<file path="src/rtl/cond_exec_ctrl.sv">
// cond_exec_ctrl -- EX-stage conditional-execution controller.
// Holds the architectural NZCV register, evaluates the EX instruction's
// condition field against it, decides execute/squash, commits ALU flags
// for S-bit ops and sequences multi-cycle flag producers (e.g. MUL) by
// stalling EX for MC_LATENCY cycles.
// Optional feature: define COND_TRACE_EN to add exec/squash trace counters.
//
// Stall handshake: while stall=1 the upstream pipeline must hold IF/ID/EX,
// so every ex_* input stays stable; the op in EX completes on the cycle
// mc_done=1 (stall=0), and the next instruction is presented the cycle after.
module cond_exec_ctrl #(
  parameter int MC_LATENCY = 4,
  parameter int CNT_W      = 16
) (
  input  logic             clk,
  input  logic             rst,
  input  logic             freeze,
  input  logic             ex_valid,
  input  logic [3:0]       ex_cond,
  input  logic             ex_s_bit,
  input  logic             ex_multicycle,
  input  logic [3:0]       alu_flags,
  output logic [3:0]       status_q,
  output logic             cond_met,
  output logic             ex_exec,
  output logic             stall,
  output logic             mc_done
`ifdef COND_TRACE_EN
  ,
  output logic [CNT_W-1:0] exec_count,
  output logic [CNT_W-1:0] squash_count
`endif
);

  // Counter holds at most MC_LATENCY-2, which always fits in clog2(MC_LATENCY) bits.
  localparam int CW = (MC_LATENCY > 2) ? $clog2(MC_LATENCY) : 1;
  localparam logic [CW-1:0] CNT_LOAD = CW'(MC_LATENCY - 2);

  localparam logic [0:0] IDLE   = 1'b0;
  localparam logic [0:0] MC_RUN = 1'b1;

  logic [0:0]    state_q;
  logic [CW-1:0] cnt_q;
  logic          s_lat_q;

  logic flag_n, flag_z, flag_c, flag_v;
  logic in_idle;

  assign flag_n  = status_q[3];
  assign flag_z  = status_q[2];
  assign flag_c  = status_q[1];
  assign flag_v  = status_q[0];
  assign in_idle = (state_q == IDLE);

  // Condition-field evaluation against the architectural flags.
  always_comb begin
    cond_met = 1'b0;
    case (ex_cond)
      4'b0000: cond_met = flag_z;
      4'b0001: cond_met = ~flag_z;
      4'b0010: cond_met = flag_c;
      4'b0011: cond_met = ~flag_c;
      4'b0100: cond_met = flag_n;
      4'b0101: cond_met = ~flag_n;
      4'b0110: cond_met = flag_v;
      4'b0111: cond_met = ~flag_v;
      4'b1000: cond_met = flag_c & ~flag_z;
      4'b1001: cond_met = ~flag_c | flag_z;
      4'b1010: cond_met = (flag_n == flag_v);
      4'b1011: cond_met = (flag_n != flag_v);
      4'b1100: cond_met = ~flag_z & (flag_n == flag_v);
      4'b1101: cond_met = flag_z | (flag_n != flag_v);
      4'b1110: cond_met = 1'b1;
      default: cond_met = 1'b0;
    endcase
  end

  // Execute/stall/done decode; stall depends only on state, not on freeze, in MC_RUN.
  always_comb begin
    ex_exec = ex_valid & cond_met & in_idle & ~freeze;
    stall   = 1'b0;
    mc_done = 1'b0;
    if (in_idle) begin
      stall = ex_exec & ex_multicycle;
    end else begin
      stall   = (cnt_q != '0);
      mc_done = (cnt_q == '0) & ~freeze;
    end
  end

  // FSM, multi-cycle counter, latched S bit and NZCV register.
  always_ff @(posedge clk or posedge rst) begin
    if (rst) begin
      state_q  <= IDLE;
      cnt_q    <= '0;
      s_lat_q  <= 1'b0;
      status_q <= 4'b0000;
    end else if (!freeze) begin
      case (state_q)
        IDLE: begin
          if (ex_exec) begin
            if (ex_multicycle) begin
              state_q <= MC_RUN;
              cnt_q   <= CNT_LOAD;
              s_lat_q <= ex_s_bit;
            end else if (ex_s_bit) begin
              status_q <= alu_flags;
            end
          end
        end
        default: begin
          if (cnt_q == '0) begin
            state_q <= IDLE;
            if (s_lat_q) status_q <= alu_flags;
          end else begin
            cnt_q <= cnt_q - 1'b1;
          end
        end
      endcase
    end
  end

`ifdef COND_TRACE_EN
  // Trace counters: one count per executed instruction, one per squashed IDLE cycle.
  always_ff @(posedge clk or posedge rst) begin
    if (rst) begin
      exec_count   <= '0;
      squash_count <= '0;
    end else begin
      if (ex_exec) exec_count <= exec_count + 1'b1;
      if (in_idle && !freeze && ex_valid && !cond_met) squash_count <= squash_count + 1'b1;
    end
  end
`endif

endmodule

</file>
<file path="config.mk">
export PLATFORM = sky130hd
export DESIGN_NAME = cond_exec_ctrl
export DESIGN_NICKNAME = d
export VERILOG_FILES = /design/src/rtl/cond_exec_ctrl.sv
export SDC_FILE = /design/constraint.sdc
export NUM_CORES = 1
export LEC_CHECK = 0
export BUFFER_PORTS_ARGS = -buffer_cell sky130_fd_sc_hd__buf_2
export CAP_MARGIN = 20
export CORE_MARGIN = 2
export CORE_UTILIZATION = 44
export DETAILED_ROUTE_END_ITERATION = 8
export GPL_TIMING_DRIVEN = 0
export PLACE_DENSITY = 0.73
export SYNTH_ARGS = -nofsm -noshare
export SYNTH_HDL_FRONTEND = slang
export SYNTH_SLANG_ARGS = --single-unit
</file>
<file path="constraint.sdc">
create_clock -name clk -period 2 [get_ports clk]
set_input_delay 0.3 -clock clk [delete_from_list [all_inputs] [get_ports clk]]
set_output_delay 0.3 -clock clk [all_outputs]
set_load 0.02 [all_outputs]
</file>
======== Yosys cells after proc, flatten, opt, wreduce, memory -nomap -nowiden ========
Index checks and enable logic that the tools add are counted.
cells by class
  $add $sub $neg .......................... 1
  multipliers ............................. 0
  divide/modulo/power cells ............... 0
  magnitude comparators ................... 0
  equality and inequality tests ........... 20
  shifts and indexed selects .............. 0
  muxes and demuxes ....................... 17
  bitwise logic cells ..................... 15
  reductions and logical operators ........ 9
operators with widths
  operator                                           count
  == test 4 bit (second input constant)              7
  two-way mux 4 bit                                  6
  == test 4 x 3 -> 1 bit (second input constant)     4
  one-hot mux 1 bit (15 select lines)                1
  == test 4 x 2 -> 1 bit (second input constant)     2
  two-way mux 2 bit                                  4
  AND reduction 4 bit                                2
  nonzero test 2 bit                                 4
  bitwise AND 1 bit                                  7
  two-way mux 1 bit                                  6
  != test 2 x 1 -> 1 bit (second input constant)     3
  NOT 1 bit                                          6
  AND reduction 6 bit                                1
  == test 4 x 1 -> 1 bit (second input constant)     1
  zero test 4 bit                                    1
  zero test 2 bit                                    1
  != test 2 bit (second input constant)              1
  bitwise OR 1 bit                                   2
  subtractor 2 x 1 -> 2 bit (second input constant)  1
  == test 1 bit                                      1
  != test 1 bit                                      1
storage, ports and cells
  bits in registers ....................... 8
  bits in latches ......................... 0
  bits in writable memories ............... 0
  ROM bits ................................ 0
  output and inout port bits .............. 8
  logic and storage cells ................. 66
  memories kept ........................... 0

======== Longest topological paths before layout ========
  word-level depth ........................ 8
  gate-level depth with buffers ........... 8

======== Worst setup path before layout ========
Ideal clock, no wire load.
  kind .................................... flip-flop to output port
  from .................................... register status_q[3]
  to ...................................... output ex_exec
  arrival ................................. 2.102 ns
  required time ........................... 1.700 ns
  path slack .............................. -0.402 ns
  cell stages (with the launch flop) ...... 8
  path buffers ............................ 0
  cell sequence ........................... dfrtp_1 xor2_1 or4_1 a311o_1 and4_4 inv_1 nand2_1 nor2_1
on the way
  word-level cells in the longest chain between the ends .. 6
  elaborated cells between the ends (all ways) .. 9
  classes of those cells .................. eq/ne (2); mux (1); bitwise (6)
ends and longest elaborated chain
  what                                                          RTL line  text
  start, declared                                               23        output logic [3:0] status_q,
  start signal, assigned                                        107       status_q <= alu_flags;
  start signal, assigned                                        114       if (s_lat_q) status_q <= alu_flags;
  != test 1 bit / == test 1 bit (equally long branches)         n/a
  bitwise OR 1 bit / bitwise AND 1 bit (equally long branches)  72, 71
  one-hot mux 1 bit (15 select lines) (*)                       58        case (ex_cond)
  via cond_met                                                  24        output logic cond_met,
  bitwise AND 1 bit (*) (3 in a row)                            80        ex_exec = ex_valid & cond_met & in_idle & ~freeze;
  end, declared                                                 25        output logic ex_exec,
The timed path passes the listed nets; every way through them passes the cells marked *.

======== Worst setup path after layout ========
  from .................................... register status_q[0]
  to ...................................... output stall
on the way
  word-level cells in the longest chain between the ends .. 8
  elaborated cells between the ends (all ways) .. 11
  classes of those cells .................. eq/ne (2); mux (2); bitwise (7)
ends and longest elaborated chain
  what                                                          RTL line  text
  != test 1 bit / == test 1 bit (equally long branches)         n/a
  bitwise OR 1 bit / bitwise AND 1 bit (equally long branches)  72, 71
  one-hot mux 1 bit (15 select lines) (*)                       58
  bitwise AND 1 bit (*) (3 in a row)                            80
  bitwise AND 1 bit (*)                                         84        stall = ex_exec & ex_multicycle;
  two-way mux 1 bit (*)                                         83        if (in_idle) begin
  end, declared                                                 26        output logic stall,
Mark *: on every way between the ends. The rest lies on a longest branch, timed or not.

==> qor.yml <==
outcome: "complete, but fails checks"
violations: "negative setup slack"
dieHeight_um: 44.6
cts_buffers: 3
synth_compound_area_share_pct: 24.1
path_max_fanout: 2
postLayoutCoreUtil_pct: 65.8
worst_ir_drop_vdd_v: 0.000697
ys_top_cells_by_area: "dfrtp_1 28%, inv_1 7.8%, o221ai_1 4.8%"
rsz0062_at_grt: "true"
finalPower_mw: 1.20
cts_tree: "yes"
grt_pass1_vias: 723
drv_cap: 0
fin_tns_setup_ns: -2.37
drt-initial-drc-count: 20
async_reset_ff_share_pct: 100
grt.overflow.total: 0
syn_nets: 106
synth_area_leader_cell: "dfrtp_1"
dieArea_um2: 1990
ys_seq_elements: 8
rows: 14
grt_use_total_pct: 20.9
muxShareOfSynthArea_pct: 3.45
max_stage_delay_ns: 0.41
layout.nets: 137
diodes: 0
clk_latency_ns: 0.27
min_path_type: "input port to flop"
post-synth-top-area-fraction_pct: 27.6
avgSynthCellArea_um2: 7.97
start_util_pct: 47.6
grt_first_pass_wirelength_um: 2990
drive_gt1_share_pct: 41.3
worst_clock_skew_ns: 0.000608
setup_slack_ns: -0.519
final-setup-viol-count: 10
vias: 770
gp_congestion: 0.917
cp-end-kind: "output pin"
syn2layout_area_growth_pct: 38.1
critPathTopFamily: "simple AND/OR/NAND/NOR gates"
power.density_nw_per_um2: 1200
crit_path_start_kind: "flop"
synth.cell_area_um2: 726
critPathArrivalTime_ns: 2.22
drt-pass1-iter-count: 4
clkTransAtPathRegs_ns: 0.06
cp_slowest_cell: "dfrtp_2"
die_w_um: 44.6
timing.hold.ws_ns: 0.269
grt_max_degree: 11
period_needed_ns: 2.52
synth.most_common_cell: "inv_1"
p_leak_nw: 0.467
drv_slew: 0
critPathKind: "flop to output pin"
crit_buf_inv: 1
synthSimpleGateAreaFrac_pct: 29.3
io_buffer_count: 19
pre_cts_slack_ns: -0.336
coreArea_um2: 1520
fillers: 137
final_antenna_net_count: 0
synth_top_cells_by_count: "15 x inv_1, 8 x dfrtp_1, 6 x nand2_1"
synth_cells: 91
yosys_warnings: 0
viasPerCell: 5.62
synth_ff_type: "dfrtp_1"
cts_sinks: 8
synth_xor_area_share_pct: 3.62
cts_root_buf: "clkbuf_4"
cts.path.max_buffers: 2
routed_wirelength_um: 1850
post-route-period-util_pct: 126
antenna_found_initial: 0
ys_types: 37
cp_cell_sequence: "xor2_1 > or4_1 > a311o_1 > and4_4 > or3_4 > nand2_4 > buf_6"
yosysSeqAreaShare_pct: 27.6
synth_edf_count: 0
avgRoutedWirePerCell_um: 13.5
synth_adder_area_share_pct: 1.72
ios: 22
synth_top_family_by_area: "simple AND/OR/NAND/NOR gates"
fmax_mhz: 397
hold_viol_final: 0
cts_max_level: 1
worstPathRequired_ns: 1.70
max_slew_margin_pct: 58.0
dp_hpwl_um: 1260
worst_pin_slew_ns: 0.624
drc: 0
-- what timing repair did --
action	in CTS	in global routing
pin swaps	5	1
resized for setup	16	1
endpoints found under the setup margin	9	11
gates cloned	0	0
endpoints found under the hold margin	8	0
hold buffers	1	0
buffers inserted	6	0
-- metrics by stage --
| step | cell area, µm² | std cells |
|---|---|---|
| global placement | 858 | 126 |
| detailed placement | 858 | 126 |
| CTS | 1000 | 137 |
| floorplan | 743 | 91 |
| global route | 1000 | 137 |
| finish | 1000 | 137 |
-- final cells by class --
class | instances | area (µm²) | area share [%]
repair buffers | 26 | 173 | 17.2
clock buffers | 4 | 26.3 | 2.62
plain buffers | 4 | 17.5 | 1.75
inverters | 15 | 58.8 | 5.87
multi-input cells | 64 | 504 | 50.3
flip-flops and latches | 8 | 203 | 20.2
well taps | 16 | 20.0 | 2.00
-- worst register-to-register path, delay by kind of cell (launching register included) --
| family | cells | cell delay, ns |
|---|---|---|
| multiplexers | 1 | 0.28 |
| AO/OA/AOI/OAI | 1 | 0.30 |
| buffers and inverters | 2 | 0.25 |
| flip-flops | 1 | 0.41 |
| XOR/XNOR | 1 | 0.17 |
| AND/OR/NAND/NOR | 3 | 0.91 |
-- final timing paths --
path | startpoint | endpoint | slack, ns | cells after the start
worst max register to register | status_q[0] | s_lat_q | -0.42 | 8
worst min register to register | cnt_q[0] | cnt_q[0] | 0.51 | 1
worst max-delay path | status_q[0] | stall | -0.52 | 7
max in group asynchronous | rst | status_q[3] | 1.21 | 3
worst min-delay path | ex_s_bit | s_lat_q | 0.27 | 2
min in group asynchronous | rst | cnt_q[0] | 0.53 | 3
-- sequential cells by signal, summed over array words and instances (netlist names) --
name / flops
s_lat_q: 1
status_q: 4
cnt_q: 2
state_q: 1
-- placed cells by master (no fill, tap or decap), types with 3 or more instances in the layout --
| master | synthesis | final |
|---|---|---|
| buf_6 | 0 | 4 |
| o21ai_0 | 4 | 3 |
| and2_1 | 3 | 3 |
| buf_4 | 0 | 5 |
| nor3b_1 | 3 | 3 |
| a31oi_1 | 3 | 3 |
| nand2_1 | 6 | 4 |
| clkbuf_1 | 2 | 3 |
| a21oi_1 | 5 | 4 |
| nand3_1 | 5 | 5 |
| dfrtp_1 | 8 | 6 |
| clkbuf_4 | 0 | 3 |
| inv_1 | 15 | 14 |
| buf_2 | 2 | 18 |
| o221ai_2 | 0 | 3 |
| nor2b_1 | 3 | 3 |
-- where the power goes --
part	internal (mW)	total [mW]	switching, mW
clock network	0.0773	0.146	0.0690
registers	0.242	0.298	0.0566
logic	0.335	0.755	0.420
total	0.654	1.20	0.545
-- cell families (layout without fill, tap and decap cells) --
kind of cell / count (synthesis) / in the layout
adder cells (fa/ha/maj): 1 / 1
XOR/XNOR: 3 / 3
AND/OR/NAND/NOR: 34 / 34
AO/OA/AOI/OAI: 24 / 24
buffers and inverters: 19 / 49
flip-flops: 8 / 8
multiplexers: 2 / 2
-- metal layers --
metal / vias up / wire (µm) / GRT usage [%]
met2: 20 / 826 / 32.8
met5: - / 0 / 0
li1: 393 / - / -
met4: 0 / 40 / 10.9
met3: 5 / 74 / 4.08
met1: 352 / 907 / 26.8
Power figures use the tool's default switching activity.
